`config.mk`:
```
export PLATFORM = sky130hd
export DESIGN_NAME = mem_wb_stage
export DESIGN_NICKNAME = d
export VERILOG_FILES = /design/src/rtl/mem_wb_stage.sv
export SDC_FILE = /design/constraint.sdc
export NUM_CORES = 1
export LEC_CHECK = 0
export CAP_MARGIN = 20
export CORE_MARGIN = 2
export CORE_UTILIZATION = 62
export CTS_CLUSTER_SIZE = 16
export DETAILED_ROUTE_END_ITERATION = 10
export DONT_BUFFER_PORTS = 1
export PLACE_DENSITY = 0.78
export SLEW_MARGIN = 5
export SYNTH_ARGS = -nofsm -noshare
export SYNTH_HDL_FRONTEND = slang
export SYNTH_SLANG_ARGS = --single-unit
```
`constraint.sdc`:
```
create_clock -name clk -period 2.13 [get_ports clk]
set_clock_uncertainty 0.1 [all_clocks]
set_input_delay 0.5325 -clock clk [delete_from_list [all_inputs] [get_ports clk]]
set_output_delay 0.5325 -clock clk [all_outputs]
set_load 0.005 [all_outputs]
```
`src/rtl/mem_wb_stage.sv`:
```
// MEM/WB pipeline register, writeback port, architectural flags, sticky halt.
// Optional retired-instruction counter enabled by defining RETIRE_CNT_EN.
module mem_wb_stage #(
    parameter int DATA_W = 16,
    parameter int REG_AW = 4,
    parameter int CNT_W  = 16
) (
    input  logic              clk,
    input  logic              rst_n,
    input  logic              stall,
    input  logic              flush,
    input  logic              valid_in,
    input  logic [DATA_W-1:0] memData,
    input  logic [DATA_W-1:0] aluResult,
    input  logic              memToReg,
    input  logic              regWe_in,
    input  logic [REG_AW-1:0] dst_in,
    input  logic              zr_in,
    input  logic              ne_in,
    input  logic              ov_in,
    input  logic              zrEn_MEM,
    input  logic              neEn_MEM,
    input  logic              ovEn_MEM,
    input  logic              hlt_in,
    output logic [DATA_W-1:0] wbData,
    output logic [REG_AW-1:0] wbDst,
    output logic              wbWe,
    output logic              zr,
    output logic              ne,
    output logic              ov,
    output logic              hlt,
    output logic [CNT_W-1:0]  retireCnt
);

    // Pipeline control: stall freezes everything and beats flush; once a HLT
    // is stored the stage never captures again, so the halt is self-sustaining.
    logic              valid_q, valid_d;
    logic              m2r_q, m2r_d;
    logic              regwe_q, regwe_d;
    logic [REG_AW-1:0] dst_q, dst_d;
    logic [DATA_W-1:0] memdata_q, memdata_d;
    logic [DATA_W-1:0] alu_q, alu_d;
    logic              hlt_q, hlt_d;
    logic              zr_q, zr_d;
    logic              ne_q, ne_d;
    logic              ov_q, ov_d;

    logic cap;
    logic retire;

    assign hlt    = valid_q & hlt_q;
    assign cap    = !stall & !hlt;
    assign retire = cap & !flush & valid_in;

    always_comb begin
        valid_d   = valid_q;
        m2r_d     = m2r_q;
        regwe_d   = regwe_q;
        dst_d     = dst_q;
        memdata_d = memdata_q;
        alu_d     = alu_q;
        hlt_d     = hlt_q;
        zr_d      = zr_q;
        ne_d      = ne_q;
        ov_d      = ov_q;
        if (cap) begin
            if (flush) begin
                valid_d = 1'b0;
                regwe_d = 1'b0;
                hlt_d   = 1'b0;
            end else begin
                valid_d   = valid_in;
                m2r_d     = memToReg;
                regwe_d   = regWe_in;
                dst_d     = dst_in;
                memdata_d = memData;
                alu_d     = aluResult;
                hlt_d     = hlt_in;
            end
        end
        // Flags come straight from the instruction leaving MEM, so the next
        // instruction sees them when it reaches MEM one cycle later.
        if (retire) begin
            if (zrEn_MEM) zr_d = zr_in;
            if (neEn_MEM) ne_d = ne_in;
            if (ovEn_MEM) ov_d = ov_in;
        end
    end

    always_ff @(posedge clk or negedge rst_n) begin
        if (!rst_n) begin
            valid_q   <= 1'b0;
            m2r_q     <= 1'b0;
            regwe_q   <= 1'b0;
            dst_q     <= '0;
            memdata_q <= '0;
            alu_q     <= '0;
            hlt_q     <= 1'b0;
            zr_q      <= 1'b0;
            ne_q      <= 1'b0;
            ov_q      <= 1'b0;
        end else begin
            valid_q   <= valid_d;
            m2r_q     <= m2r_d;
            regwe_q   <= regwe_d;
            dst_q     <= dst_d;
            memdata_q <= memdata_d;
            alu_q     <= alu_d;
            hlt_q     <= hlt_d;
            zr_q      <= zr_d;
            ne_q      <= ne_d;
            ov_q      <= ov_d;
        end
    end

    assign wbData = m2r_q ? memdata_q : alu_q;
    assign wbDst  = dst_q;
    assign wbWe   = valid_q & regwe_q & !hlt;
    assign zr     = zr_q;
    assign ne     = ne_q;
    assign ov     = ov_q;

`ifdef RETIRE_CNT_EN
    logic [CNT_W-1:0] cnt_q, cnt_d;

    always_comb begin
        cnt_d = cnt_q;
        if (retire) cnt_d = cnt_q + {{(CNT_W-1){1'b0}}, 1'b1};
    end

    always_ff @(posedge clk or negedge rst_n) begin
        if (!rst_n) cnt_q <= '0;
        else        cnt_q <= cnt_d;
    end

    assign retireCnt = cnt_q;
`else
    assign retireCnt = '0;
`endif

endmodule

```
==> results of run 1 <==
[cells by family (layout without fill, tap and decap cells)]
| kind of cell | Yosys count | count (layout) | synth area share |
|---|---|---|---|
| other | 1 | 16 | 0.00192 |
| DFF | 43 | 43 | 0.552 |
| AOI/OAI and AO/OA | 5 | 5 | 0.0186 |
| buffers and inverters | 23 | 12 | 0.0796 |
| muxes | 56 | 56 | 0.323 |
| and+or+nand+nor | 11 | 11 | 0.0244 |
[stage by stage]
| step | hold WS [ns] | instances | util | power [mW] | cell area (um2) |
|---|---|---|---|---|---|
| global placement | 0.138 | 177 | 0.640 | 1.38 | 1940 |
| global route | 0.139 | 187 | 0.667 | 1.87 | 2020 |
| finish | 0.180 | 187 | 0.667 | 1.77 | 2020 |
| floorplan | 0.137 | 154 | - | 1.35 | 2010 |
| detailed placement | 0.138 | 177 | 0.640 | 1.41 | 1940 |
| CTS | 0.162 | 187 | 0.667 | 1.79 | 2020 |
[sequential cells by signal, indices dropped and copies added, names as in the netlist]
name       flops
memdata_q     16
valid_q        1
ne             1
ov             1
hlt_q          1
zr             1
wbDst          4
alu_q         16
m2r_q          1
regwe_q        1
[cell usage after synthesis]
| master | number |
|---|---|
| nand2_1 | 5 |
| inv_1 | 1 |
| clkbuf_1 | 1 |
| nor2_1 | 2 |
| buf_2 | 4 |
| and2_1 | 1 |
| mux2_2 | 53 |
| nand3_1 | 3 |
| o41ai_1 | 1 |
| buf_4 | 17 |
| dfrtp_1 | 43 |
| conb_1 | 1 |
| mux2_1 | 3 |
| a211oi_2 | 1 |
| o21ai_0 | 3 |
[metal layers]
| layer | global-route usage | vias to the layer above |
|---|---|---|
| met5 | 0 | - |
| met4 | 0.0794 | 0 |
| met1 | 0.212 | 502 |
| met2 | 0.320 | 58 |
| met3 | 0.0823 | 6 |
| li1 | - | 456 |
[worst max-delay path by stage]
| stage | endpoint | slack (ns) |
|---|---|---|
| final | wbData[12] | 0.12 |
| after CTS | wbData[12] | 0.09 |
| after global placement | wbData[11] | 0.29 |
| after detailed placement | wbData[12] | 0.26 |
| after global routing | wbData[11] | 0.03 |
| after floorplan | wbData[10] | 0.32 |
[repair_timing]
action / CTS / global route
hold buffers: 2 / 0
setup endpoints to repair: 16 / 0
hold endpoints to repair: 43 / 0
resized for setup: 1 / 0
[power breakdown]
part	switching (mW)	internal [mW]
Combinational	0.124	0.206
Sequential	0.109	0.963
Clock	0.236	0.129
Total	0.468	1.30
[layout make-up]
cell class / instances / area, um2
sequential: 43 / 1080
fill: 224 / 1010
multi-input combinational: 88 / 782
tap: 44 / 55.1
timing repair buffer: 3 / 50.0
clock buffer: 7 / 45.0
clock inverter: 1 / 5.00
inverter: 1 / 3.75
[placed cells by master, fill, tap and decap left out, types with 2 or more instances in the layout]
cell type / count
buf_12: 2
clkbuf_1: 2
clkbuf_4: 5
conb_1: 16
dfrtp_1: 42
mux2_1: 3
mux2_2: 53
nand2_1: 5
nand3_1: 3
nor2_1: 2
o21ai_0: 3
[worst reg2reg max path, delay by kind of cell (launching register included)]
family	cells	cell delay [ns]
buffers and inverters	1	0.26
AO/OA/AOI/OAI	1	0.31
AND/OR/NAND/NOR	1	0.12
flip-flops	1	0.46
multiplexers	1	0.33
==> impl_metrics.env, run 1 <==
export IMPL_globalRouteTotalUtil=0.191
export IMPL_synth_area_leaders="dfrtp_1 55%, mux2_2 31%, buf_4 6.5%, mux2_1 1.7%, buf_2 1.0%"
export IMPL_htree_levels=2
export IMPL_startpoint="m2r_q"
export IMPL_power_density_nw_per_um2=875
export IMPL_initial_core_util=0.644
export IMPL_r2r_slack_ns=0.45
export IMPL_synth_top_cell_area_share=0.552
export IMPL_die_h_um=60.1
export IMPL_via_per_inst=5.47
export IMPL_met2WireLength_um=1650
export IMPL_worst_path_buf_inv=0
export IMPL_fp_dieW_um=60.1
export IMPL_cts_setup_buffers=0
export IMPL_critPathArrivalTime_ns=1.38
export IMPL_grt_pass1_wl_um=4840
export IMPL_vias=1022
export IMPL_reg2reg_to="ne"
export IMPL_routabilityCongestion=0.669
export IMPL_antenna_diode_count=0
export IMPL_grt_overflow=0
export IMPL_finalNetCount=192
export IMPL_cp_required_ns=1.50
export IMPL_rows=20
export IMPL_drtAntennaViolNets=0
export IMPL_antenna_found_initial=0
export IMPL_wl_met3_um=283
export IMPL_io_pins=91
export IMPL_crit_family="flip-flops"
export IMPL_clk_latency_ns=0.33
export IMPL_final_setup_worst_slack_ns=0.117
export IMPL_cts_root_buffer="clkbuf_4"
export IMPL_syn_area_um2=1950
export IMPL_core_area_um2=3030
export IMPL_synth_seq_cells=43
export IMPL_clk_pin_slew_ns=0.12
export IMPL_cpMaxStageDelayCell="dfrtp_2"
export IMPL_drv_cap=0
export IMPL_crit_path_max_incr_delay_ns=0.64
export IMPL_path_class="flop to output pin"
export IMPL_hold_viol=0
export IMPL_synthDistinctLibCells=15
export IMPL_ir_drop_mv=0.597
export IMPL_hpwl_um=2330
export IMPL_crit_path_end_kind="output pin"
export IMPL_holdPathStages=1
export IMPL_crit_fanout=17
export IMPL_seq_area_frac_synth=0.552
export IMPL_timing_setup_tns_ns=0
export IMPL_ys_warn_count=0
export IMPL_period_share=0.945
export IMPL_start_kind="flop"
export IMPL_syn_area_per_cell_um2=14.0
export IMPL_portBuffers=0
export IMPL_path_cells="mux2_2"
export IMPL_cts_buffer_depth=2
export IMPL_syn_inst=139
export IMPL_drv_slew=0
export IMPL_r2r_cells=4
export IMPL_met1Wirelength_um=1180
export IMPL_crit_cells=1
export IMPL_dr_pass1_iters=2
export IMPL_r2r_start="valid_q"
export IMPL_clock_fmax_ghz=0.497
export IMPL_area_growth_pct=3.53
export IMPL_holdCritStartpoint="flush"
export IMPL_rsz0062_at_grt="no"
export IMPL_grt_pass1_vias=1065
export IMPL_dp_slack_ns=0.262
export IMPL_period_minus_slack_ns=2.01
export IMPL_hold_end="regwe_q"
export IMPL_top_layer="met4"
export IMPL_leakagePower_nw=0.862
export IMPL_cts_tree="yes"
export IMPL_cts_sinks=43
export IMPL_hp_class="input pin to flop"
export IMPL_setup_viol=0
export IMPL_first_iter_violations=16
export IMPL_wl_per_cell_um=16.9
export IMPL_drt_wl_total_um=3170
export IMPL_cts_buffers=5
export IMPL_grt_max_degree=44
export IMPL_die_area_um2=3610
export IMPL_yosysTopAreaCell="dfrtp_1"
export IMPL_drc_errors=0
export IMPL_drive_gt1_frac=0.441
export IMPL_outcome="finished clean"
Note: power is estimated with default switching activity, not from simulation.
==> run 2, diff against run 1 <==
--- a/config.mk
+++ b/config.mk
@@ -5,6 +5,7 @@
 export SDC_FILE = /design/constraint.sdc
 export NUM_CORES = 1
 export LEC_CHECK = 0
+export ABC_AREA = 1
 export CAP_MARGIN = 20
 export CORE_MARGIN = 2
 export CORE_UTILIZATION = 62
==> impl_metrics.env, run 2 <==
export IMPL_outcome="finished clean"
export IMPL_power_frac_clock=0.258
export IMPL_pwr_share_seq=0.575
export IMPL_synth_adder_area_share=0
export IMPL_dr_pass1_iters=4
export IMPL_startpoint="m2r_q"
export IMPL_crit_path_end_kind="output pin"
export IMPL_register_area_um2=1080
export IMPL_drv_cap=0
export IMPL_cp_required_ns=1.50
export IMPL_leakagePower_nw=1.06
export IMPL_r2r_start="hlt_q"
export IMPL_clk_latency_ns=0.35
export IMPL_cts_root_buffer="clkbuf_4"
export IMPL_period_minus_slack_ns=1.98
export IMPL_vias=1494
export IMPL_clock_fmax_ghz=0.506
export IMPL_hold_viol=0
export IMPL_wl_per_cell_um=13.4
export IMPL_cts_setup_buffers=0
export IMPL_synth_area_leaders="dfrtp_1 53%, nand2_1 16%, o21ai_0 9.3%, buf_4 6.6%, inv_1 4.0%"
export IMPL_timing_setup_tns_ns=0
export IMPL_hp_class="input pin to flop"
export IMPL_whs_ns=0.185
export IMPL_p_sw_mw=0.503
export IMPL_muxShareOfSynthArea=0
export IMPL_drive_gt1_frac=0.0569
export IMPL_ys_warn_count=0
export IMPL_cts_sinks=43
export IMPL_yosysMostFrequentCell="nand2_1"
export IMPL_syn_inst=247
export IMPL_die_h_um=61.4
export IMPL_htree_levels=2
export IMPL_globalRouteTotalUtil=0.222
export IMPL_yosys_area_share_simple=0.197
export IMPL_synthDistinctLibCells=20
export IMPL_seq_area_frac_synth=0.526
export IMPL_yosys_most_used_dff="dfrtp_1"
export IMPL_cts_buffer_depth=2
export IMPL_synth_edf_count=0
export IMPL_fill_cells=279
export IMPL_drtAntennaViolNets=0
export IMPL_r2r_slack_ns=0.56
export IMPL_p_int_mw=1.23
export IMPL_synth_top_family_by_area="simple AND/OR/NAND/NOR gates"
export IMPL_grt_pass1_vias=1371
export IMPL_ys_top_cells_by_count="85 x nand2_1, 43 x dfrtp_1, 38 x o21ai_0"
export IMPL_first_iter_violations=100
export IMPL_core_area_um2=3100
export IMPL_drt_wl_total_um=3880
export IMPL_cts_buffers=5
export IMPL_p_comb_frac=0.167
export IMPL_antenna_found_initial=0
export IMPL_holdCritStartpoint="memData[3]"
export IMPL_fp_dieW_um=61.4
export IMPL_start_kind="flop"
export IMPL_multiInputGateArea_um2=741
export IMPL_io_pins=91
export IMPL_p_total_mw=1.73
export IMPL_period_share=0.927
export IMPL_final_common_cell="nand2_1"
export IMPL_yosysTopAreaCell="dfrtp_1"
export IMPL_initial_core_util=0.659
export IMPL_via_per_inst=5.15
export IMPL_rows=20
export IMPL_syn_area_per_cell_um2=8.28
export IMPL_power_density_nw_per_um2=825
export IMPL_grt_max_degree=44
export IMPL_antenna_diode_count=0
export IMPL_drv_slew=0
export IMPL_syn_area_um2=2040
export IMPL_grt_pass1_wl_um=6000
export IMPL_setup_viol=0
export IMPL_synth_xor_area_frac=0
export IMPL_critPathArrivalTime_ns=1.34
export IMPL_ir_drop_mv=0.478
export IMPL_synth_top_cell_area_share=0.526
export IMPL_drc_errors=0
export IMPL_async_flop_share=1.00
export IMPL_synth_seq_cells=43
export IMPL_routabilityCongestion=0.743
export IMPL_die_area_um2=3770
export IMPL_area_growth_pct=2.57
export IMPL_power_share_switching=0.291
export IMPL_grt_overflow=0
export IMPL_synth_compound_area_share=0.136
export IMPL_path_class="flop to output pin"
export IMPL_crit_fanout=25
export IMPL_rsz0062_at_grt="no"
export IMPL_portBuffers=0
export IMPL_cts_tree="yes"
export IMPL_final_cell_mix="85 x nand2_1, 43 x dfrtp_1, 37 x o21ai_0"
export IMPL_clk_pin_slew_ns=0.12
export IMPL_hpwl_um=2650
export IMPL_finalNetCount=295
==> run 2: changes by cell type after synthesis, sizes merged <==
cell,delta
a211oi,-1
and2,-1
buf,+1
clkbuf,+5
inv,+22
mux2,-56
nand2,+82
nand4,+3
nor2,+1
nor3,+1
o21ai,+51
o21bai,+1
o41ai,-1
==> run 2: cell families (layout without fill, tap and decap cells) <==
| family | count (synthesis) | after routing |
|---|---|---|
| AO/OA/AOI/OAI | 55 | 55 |
| buffers and inverters | 51 | 35 |
| flip-flops | 43 | 43 |
| other | 1 | 16 |
| AND/OR/NAND/NOR | 97 | 97 |
==> run 2: final cells by class <==
cell class	instances	share of cell area
multi-input combinational	168	0.353
tap	44	0.0263
inverter	23	0.0412
timing repair buffer	4	0.0334
clock buffer	8	0.0328
sequential	43	0.513
==> run 2: worst paths after layout <==
path	endpoint	cells after the start
worst min register to register	memdata_q[11]	2
worst max-delay path	wbData[11]	2
worst min-delay path	memdata_q[3]	2
worst max register to register	alu_q[14]	6
max in group asynchronous	alu_q[7]	2
min in group asynchronous	alu_q[2]	2
==> run 2: layer usage <==
metal	vias to the layer above	track usage	wire length, um
met2	67	0.369	1860
met3	6	0.103	409
met4	0	0.0851	70
met5	-	0	0
li1	738	-	-
met1	683	0.251	1540
==> run 2: power by group through the flow <==
stage / registers [mW] / clock network [mW] / logic, mW
after floorplan: 0.992 / 0 / 0.245
after global placement: 1.01 / 0 / 0.258
after detailed placement: 1.01 / 0 / 0.268
after CTS: 0.995 / 0.458 / 0.292
after global routing: 1.01 / 0.493 / 0.339
final: 0.995 / 0.446 / 0.289
==> run 2: stage by stage <==
stage / cell area [um2] / util / worst slack, ns / cells
after floorplan: 2100 / - / 0.708 / 262
after global placement: 2000 / 0.644 / 0.550 / 280
after detailed placement: 2000 / 0.644 / 0.495 / 280
after CTS: 2100 / 0.676 / 0.154 / 290
after global routing: 2100 / 0.676 / 0.000210 / 290
final: 2100 / 0.676 / 0.155 / 290
==> run 2: repair_timing <==
action / CTS / global route
gates resized for setup: 0 / 1
endpoints found under the hold margin: 43 / 0
hold buffers: 2 / 0
setup endpoints to repair: 0 / 1
==> run 2: worst max-delay path, stage by stage (launching register included) <==
cell	delay, ns
dfrtp_1	0.50
buf_12	0.20
o21ai_0	0.28
==> run 3, diff against run 2 <==
--- a/config.mk
+++ b/config.mk
@@ -13,6 +13,8 @@
 export DETAILED_ROUTE_END_ITERATION = 10
 export DONT_BUFFER_PORTS = 1
 export PLACE_DENSITY = 0.78
+export REMOVE_ABC_BUFFERS = 1
+export SKIP_LAST_GASP = 1
 export SLEW_MARGIN = 5
 export SYNTH_ARGS = -nofsm -noshare
 export SYNTH_HDL_FRONTEND = slang
==> impl_metrics.env, run 3 (synthesis gave the netlist of run 2 again) <==
export IMPL_crit_fanout=25
export IMPL_clock_fmax_ghz=0.500
export IMPL_setup_viol=0
export IMPL_ir_drop_mv=0.454
export IMPL_grt_pass1_wl_um=5750
export IMPL_dp_slack_ns=0.491
export IMPL_stdcell_area_um2=2080
export IMPL_outcome="finished clean"
export IMPL_cts_sinks=43
export IMPL_cts_tree="yes"
export IMPL_dr_pass1_iters=4
export IMPL_final_common_cell="nand2_1"
export IMPL_fill_cells=285
export IMPL_portBuffers=0
export IMPL_cts_buffer_depth=2
export IMPL_final_cell_mix="85 x nand2_1, 43 x dfrtp_1, 38 x o21ai_0"
export IMPL_via_per_inst=5.11
export IMPL_fp_dieW_um=61.4
export IMPL_dpl_cell_area_um2=1990
export IMPL_drv_slew=0
export IMPL_hpwl_um=2600
export IMPL_cts_root_buffer="clkbuf_4"
export IMPL_area_growth_pct=1.96
export IMPL_drive_gt1_frac=0.0569
export IMPL_first_iter_violations=72
export IMPL_cp_required_ns=1.50
export IMPL_hp_class="input pin to flop"
export IMPL_leakagePower_nw=1.05
export IMPL_rows=20
export IMPL_drtAntennaViolNets=0
export IMPL_cts_setup_buffers=0
export IMPL_drt_wl_total_um=3730
export IMPL_final_setup_worst_slack_ns=0.131
export IMPL_io_pins=91
export IMPL_cts_buffers=5
export IMPL_start_kind="flop"
export IMPL_hold_viol=0
export IMPL_htree_levels=2
export IMPL_rsz0062_at_grt="no"
export IMPL_wl_per_cell_um=12.9
export IMPL_crit_path_end_kind="output pin"
export IMPL_clk_pin_slew_ns=0.12
export IMPL_routabilityCongestion=0.708
export IMPL_period_share=0.939
export IMPL_vias=1482
export IMPL_p_total_mw=1.70
export IMPL_timing_setup_tns_ns=0
export IMPL_whs_ns=0.190
export IMPL_path_class="flop to output pin"
export IMPL_critPathArrivalTime_ns=1.37
export IMPL_drv_cap=0
export IMPL_die_h_um=61.4
export IMPL_period_minus_slack_ns=2.00
export IMPL_power_density_nw_per_um2=817
export IMPL_grt_overflow=0
export IMPL_initial_core_util=0.659
export IMPL_antenna_found_initial=0
export IMPL_core_area_um2=3100
export IMPL_antenna_diode_count=0
export IMPL_die_area_um2=3770
export IMPL_finalNetCount=295
export IMPL_grt_pass1_vias=1316
export IMPL_drc_errors=0
export IMPL_clk_latency_ns=0.34
export IMPL_grt_max_degree=44
export IMPL_globalRouteTotalUtil=0.211
-- run 3: final timing paths --
kind	to	cells after the start	slack [ns]	start
max in group asynchronous	memdata_q[5]	2	1.20	rst_n
hold reg to reg	memdata_q[1]	2	0.41	memdata_q[1]
min in group asynchronous	memdata_q[1]	2	0.53	rst_n
setup / recovery	wbData[15]	3	0.13	m2r_q
setup reg to reg	alu_q[14]	6	0.54	hlt_q
hold / removal	memdata_q[1]	2	0.19	memData[1]
-- run 3: per-stage QoR --
step | instances | utilization
after floorplan | 234 | -
final | 290 | 0.672
after global routing | 290 | 0.672
after global placement | 280 | 0.640
after CTS | 290 | 0.672
after detailed placement | 280 | 0.640
-- run 3: worst max-delay path, stage by stage, from the launching register on --
cell	delay (ns)
dfrtp_1	0.51
buf_4	0.31
nand2_1	0.09
o21ai_0	0.11
-- run 3: cell type report --
type | instances | area, um2 | area share
Tap cell | 44 | 55.1 | 0.0264
Sequential cell | 43 | 1080 | 0.516
Multi-Input combinational cell | 168 | 741 | 0.355
Clock buffer | 8 | 68.8 | 0.0330
Inverter | 23 | 86.3 | 0.0414
Timing Repair Buffer | 4 | 57.6 | 0.0276
-- run 3: repair_timing --
action,4_1_cts,5_1_grt
gates resized for setup,0,0
hold buffers,2,0
endpoints found under the hold margin,43,0
-- run 3: layer usage --
metal,routed length [um],GRT usage,vias to the layer above
met5,0,0,-
met4,34,0.0547,0
met3,397,0.0882,3
met2,1730,0.342,66
met1,1570,0.264,674
li1,-,-,739
-- run 3: power breakdown --
part | switching (mW) | leakage (nW) | internal (mW)
sequential | 0.0590 | 0.533 | 0.935
clock | 0.241 | 0.0386 | 0.194
combinational | 0.183 | 0.483 | 0.0911
total | 0.483 | 1.05 | 1.22
